`src/rtl/rsa_div_pkg.sv`:
```
// Shared types for the RSA restoring divider: controller state encoding and
// the iteration-counter width helper.
package rsa_div_pkg;

  typedef enum logic [1:0] {
    IDLE = 2'd0,
    ITER = 2'd1,
    DONE = 2'd2
  } div_state_e;

  // Counter must hold WIDTH-1; never narrower than one bit.
  function automatic int cnt_width(input int w);
    if (w <= 2) begin
      return 1;
    end else begin
      return $clog2(w);
    end
  endfunction

endpackage

```
`src/rtl/mod_sub_step.sv`:
```
// One unsigned compare-subtract step; the only arithmetic of the divider and
// the unit shared with the subtract datapath.
module mod_sub_step #(
  parameter int W = 5
) (
  input  logic [W-1:0] s,
  input  logic [W-1:0] n,
  output logic [W-1:0] diff,
  output logic         ge
);

  logic borrow_s;

  // ge is the inverse of the borrow out of the W-bit subtraction.
  assign {borrow_s, diff} = {1'b0, s} - {1'b0, n};
  assign ge = ~borrow_s;

endmodule

```
`src/rtl/mod_div_ctrl.sv`:
```
// Sequential restoring division q = a / n, r = a % n, one quotient bit per cycle.
// Optional MOD_DIV_EARLY_EXIT_EN: finish immediately when a < n (variable latency).
module mod_div_ctrl
  import rsa_div_pkg::*;
#(
  parameter int WIDTH = 4
) (
  input  logic             clk,
  input  logic             rst,
  input  logic             in_valid,
  output logic             in_ready,
  input  logic [WIDTH-1:0] a,
  input  logic [WIDTH-1:0] n,
  output logic             out_valid,
  input  logic             out_ready,
  output logic [WIDTH-1:0] q,
  output logic [WIDTH-1:0] r,
  output logic             div_err
);

  localparam int CW = cnt_width(WIDTH);

  div_state_e       state_r;
  logic [CW-1:0]    cnt_r;
  logic [WIDTH-1:0] div_r;
  logic [WIDTH-1:0] quo_r;
  // Partial remainder; its extra top bit is always 0 after a step, so it is not stored.
  logic [WIDTH-1:0] rem_r;
  logic             in_ready_r;
  logic             out_valid_r;
  logic [WIDTH-1:0] q_r;
  logic [WIDTH-1:0] r_r;
  logic             div_err_r;

  logic [WIDTH:0]   shift_s;
  logic [WIDTH:0]   step_s_s;
  logic [WIDTH:0]   step_n_s;
  logic [WIDTH:0]   step_diff_s;
  logic             step_ge_s;
  logic [WIDTH-1:0] rem_next_s;
  logic             unused_diff_msb_s;

  assign shift_s = {rem_r, quo_r[WIDTH-1]};

  // Select operands for the shared step: the shifted remainder while iterating.
  always_comb begin
    step_s_s = shift_s;
    step_n_s = {1'b0, div_r};
`ifdef MOD_DIV_EARLY_EXIT_EN
    if (state_r == IDLE) begin
      step_s_s = {1'b0, a};
      step_n_s = {1'b0, n};
    end else begin
      step_s_s = shift_s;
      step_n_s = {1'b0, div_r};
    end
`endif
  end

  mod_sub_step #(.W(WIDTH + 1)) u_step (
    .s    (step_s_s),
    .n    (step_n_s),
    .diff (step_diff_s),
    .ge   (step_ge_s)
  );

  assign rem_next_s        = step_ge_s ? step_diff_s[WIDTH-1:0] : shift_s[WIDTH-1:0];
  assign unused_diff_msb_s = step_diff_s[WIDTH];

  // Controller FSM with datapath registers and registered handshake/result outputs.
  always_ff @(posedge clk) begin
    if (rst) begin
      state_r     <= IDLE;
      cnt_r       <= '0;
      div_r       <= '0;
      quo_r       <= '0;
      rem_r       <= '0;
      in_ready_r  <= 1'b1;
      out_valid_r <= 1'b0;
      q_r         <= '0;
      r_r         <= '0;
      div_err_r   <= 1'b0;
    end else begin
      case (state_r)
        IDLE: begin
          if (in_valid) begin
            div_r      <= n;
            quo_r      <= a;
            rem_r      <= '0;
            cnt_r      <= CW'(WIDTH - 1);
            in_ready_r <= 1'b0;
            if (n == '0) begin
              state_r     <= DONE;
              out_valid_r <= 1'b1;
              q_r         <= '1;
              r_r         <= a;
              div_err_r   <= 1'b1;
`ifdef MOD_DIV_EARLY_EXIT_EN
            end else if (!step_ge_s) begin
              state_r     <= DONE;
              out_valid_r <= 1'b1;
              q_r         <= '0;
              r_r         <= a;
              div_err_r   <= 1'b0;
`endif
            end else begin
              state_r <= ITER;
            end
          end else begin
            state_r <= IDLE;
          end
        end
        ITER: begin
          rem_r <= rem_next_s;
          quo_r <= {quo_r[WIDTH-2:0], step_ge_s};
          cnt_r <= cnt_r - CW'(1);
          if (cnt_r == '0) begin
            state_r     <= DONE;
            out_valid_r <= 1'b1;
            q_r         <= {quo_r[WIDTH-2:0], step_ge_s};
            r_r         <= rem_next_s;
            div_err_r   <= 1'b0;
          end else begin
            state_r <= ITER;
          end
        end
        DONE: begin
          if (out_ready) begin
            state_r     <= IDLE;
            out_valid_r <= 1'b0;
            in_ready_r  <= 1'b1;
          end else begin
            state_r <= DONE;
          end
        end
        default: begin
          state_r     <= IDLE;
          out_valid_r <= 1'b0;
          in_ready_r  <= 1'b1;
        end
      endcase
    end
  end

  assign in_ready  = in_ready_r;
  assign out_valid = out_valid_r;
  assign q         = q_r;
  assign r         = r_r;
  assign div_err   = div_err_r;

endmodule

```
`config.mk`:
```
export PLATFORM = sky130hd
export DESIGN_NAME = mod_div_ctrl
export DESIGN_NICKNAME = d
export VERILOG_FILES = /design/src/rtl/rsa_div_pkg.sv /design/src/rtl/mod_sub_step.sv /design/src/rtl/mod_div_ctrl.sv
export SDC_FILE = /design/constraint.sdc
export NUM_CORES = 1
export LEC_CHECK = 0
export BUFFER_PORTS_ARGS = -buffer_cell sky130_fd_sc_hd__buf_2
export CAP_MARGIN = 10
export CORE_UTILIZATION = 58
export CTS_CLUSTER_DIAMETER = 40
export DETAILED_ROUTE_END_ITERATION = 6
export GPL_ROUTABILITY_DRIVEN = 0
export PLACE_DENSITY = 0.87
export SLEW_MARGIN = 20
export SYNTH_ARGS = -nofsm -noshare
export SYNTH_HDL_FRONTEND = slang
export SYNTH_SLANG_ARGS = --single-unit
```
`constraint.sdc`:
```
create_clock -name clk -period 4.2 [get_ports clk]
set_input_delay 0.42 -clock clk [delete_from_list [all_inputs] [get_ports clk]]
set_output_delay 0.42 -clock clk [all_outputs]
set_load 0.005 [all_outputs]
```
==> metrics <==
Finished Layout Cells 200; WP data required 4440 ps; r2r setup slk 2090 ps; Rows 17; Cell variety after synth 39; post-route cell area 1460 um2; Final Core Density 66.8%; Final Cycle Share 50.2%; Routed WL 2700 um; initial antenna violation count 0; Power Dens Cells 375 nW/um2; Worst Reg-to-Reg Cells 7; Slew Viols, Final 0; Die X 50.1 um; Final Critical Period 2110 ps; largest net degree at the start of global routing 28; relative slew slack 56.7%; Area Overhead vs Synth 9.04%; Worst Setup SP div_r[1]; syn_area_per_cell 8.66 um2; clock-pin slew on the worst setup and hold paths approximately 150 ps; Reg-to-Reg Start div_r[1]; mapped cell area 1340 um2; Detailed Place HPWL approximately 2000 um; post-CTS setup buffer count 0; Fmax around 470 MHz; CTS Root Cell clkbuf_4; number of synthesized flops with an enable pin 0; Synth Warn # 0; Mapped Cells 155; Ports 23; max cap viols 0; most common cell in the netlist nor2_1; PortBufs 22; synthesis-stage register bit count 27; ANT cells 0; clock tree sinks 27; TritonCTS clock tree yes; TritonRoute pass-1 iters 4; Yosys top cell by area dfxtp_1; syn nets approximately 170; CP max FO 5; vias in the first global route 1121; worst IR drop on VDD ~0.26 mV; first-pass GRT wire length approximately 4800 um; post-synth top area share between 40% and 50%; via count 1115; Primary FF master, synth dfxtp_1; Layout Nets 191; Clock Tree Buf Depth 2; pre-CTS setup slack 2120 ps; CTS H-tree depth 1; share of cells above drive strength 1 20.9%; Worst setup SP type flop; cts repair resizes 0; Starting Density 61.3%; Routed Antenna Nets 0; placed cell areas between 1000 and 1500 um2; Chip Height 50.1 um; Fin. Hold Viols 0; GRT Residual Overflow 0; Total Power 0.549 mW; drt drc 0; Worst setup EP type flop; WS Path Type reg -> reg; Worst Setup EP r[1]; hold_ws 374 ps; Least-Margin Pin Slew approximately 650 ps; Post-Route Skew 12.1 ps; All-Layer GR Usage roughly 25%; Arrival @ worst endpoint between 2000 and 2500 ps; largest cells by area after synthesis dfxtp_1 40%, nor2_1 8.7%, a21oi_1 4.8%, nand2_1 4.8%, ha_1 4.7%; DR WL/cell 13.5 um; Detailed Route Iter0 Violations 26; Commonest cells post-synth 31 x nor2_1, 27 x dfxtp_1, 17 x nand2_1; Clock Latency Late Sink approximately 320 ps; RR Endpoint r[1]; static leakage power 0.594 nW; hold buffers post-CTS 0; Async SR Flop Fraction 0%; status completed; sequential-to-total area share from yosys stat between 40% and 50%; RSZ-0062 raised after global routing no; die area 2510 um2; Core Area between 2000 and 2500 um2; DP Cell Count 196; vias per inst 5.58; Final Setup Violations 0; TNS Setup 0 ps; PnR worst setup slack 2090 ps; worst hold path class in -> reg; total CTS buffers 3
## registers in the layout (all words and copies together), names as in the netlist
name	flops
r	4
q	4
out_valid	1
div_err	1
in_ready	1
rem_r	4
quo_r	4
cnt_r	2
div_r	4
state_r	2
## worst min-delay path by stage
stage | startpoint | end | cells after the start
2_1_floorplan | quo_r[0] | quo_r[0] | 2
3_3_place_gp | div_err | div_err | 2
3_5_place_dp | div_err | div_err | 2
4_1_cts | a[0] | r[0] | 3
5_1_grt | a[0] | r[0] | 3
6_report | a[0] | r[0] | 3
## cell usage in the layout (no fill, tap or decap), types with 2 or more instances in the layout
cell	count
a21oi_1	13
dfxtp_1	27
buf_2	22
mux2i_1	2
o21ai_0	2
xnor2_1	2
o31a_1	2
a211oi_2	2
a221oi_1	2
nor2_1	31
ha_1	5
nand2b_1	3
nand2_1	17
o21a_1	3
a311oi_1	7
clkbuf_4	3
inv_1	8
## power by group
group | switching, mW | total [mW] | internal [mW]
registers | 0.0180 | 0.299 | 0.281
clock network | 0.0727 | 0.108 | 0.0356
logic | 0.0802 | 0.142 | 0.0616
## routing by layer
layer / wire length (um) / global-route usage [%] / up-vias
li1: - / - / 567
met1: 1190 / 28.6 / 523
met2: 1400 / 45.3 / 21
met3: 92 / 4.01 / 4
met4: 21 / 7.62 / 0
met5: 0 / 0 / -
## logic make-up after synthesis
logic type,Yosys count,share of synthesized area [%]
AND/OR/NAND/NOR,63,23.5
AO/OA/AOI/OAI,37,20.4
flip-flops,27,40.3
buffers and inverters,17,6.06
adder cells (fa/ha/maj),6,6.15
multiplexers,3,2.33
XOR/XNOR,2,1.30
## critical path, stage by stage, from the launching register on
cell and delay (ps):
dfxtp_1 340, inv_1 80, ha_1 300, nor2b_1 150, o31a_1 280, nor3_2 300
mux2_2 400, a311oi_1 200
## final cells by class
| cell class | instances | area (um2) |
|---|---|---|
| fill | 189 | 727 |
| tap | 28 | 35.0 |
| clock buffer | 3 | 22.5 |
| timing repair buffer | 22 | 110 |
| inverter | 8 | 30.0 |
| sequential | 27 | 541 |
| multi-input combinational | 111 | 721 |
| clock inverter | 1 | 5.00 |
Power figures use the tool's default switching activity.
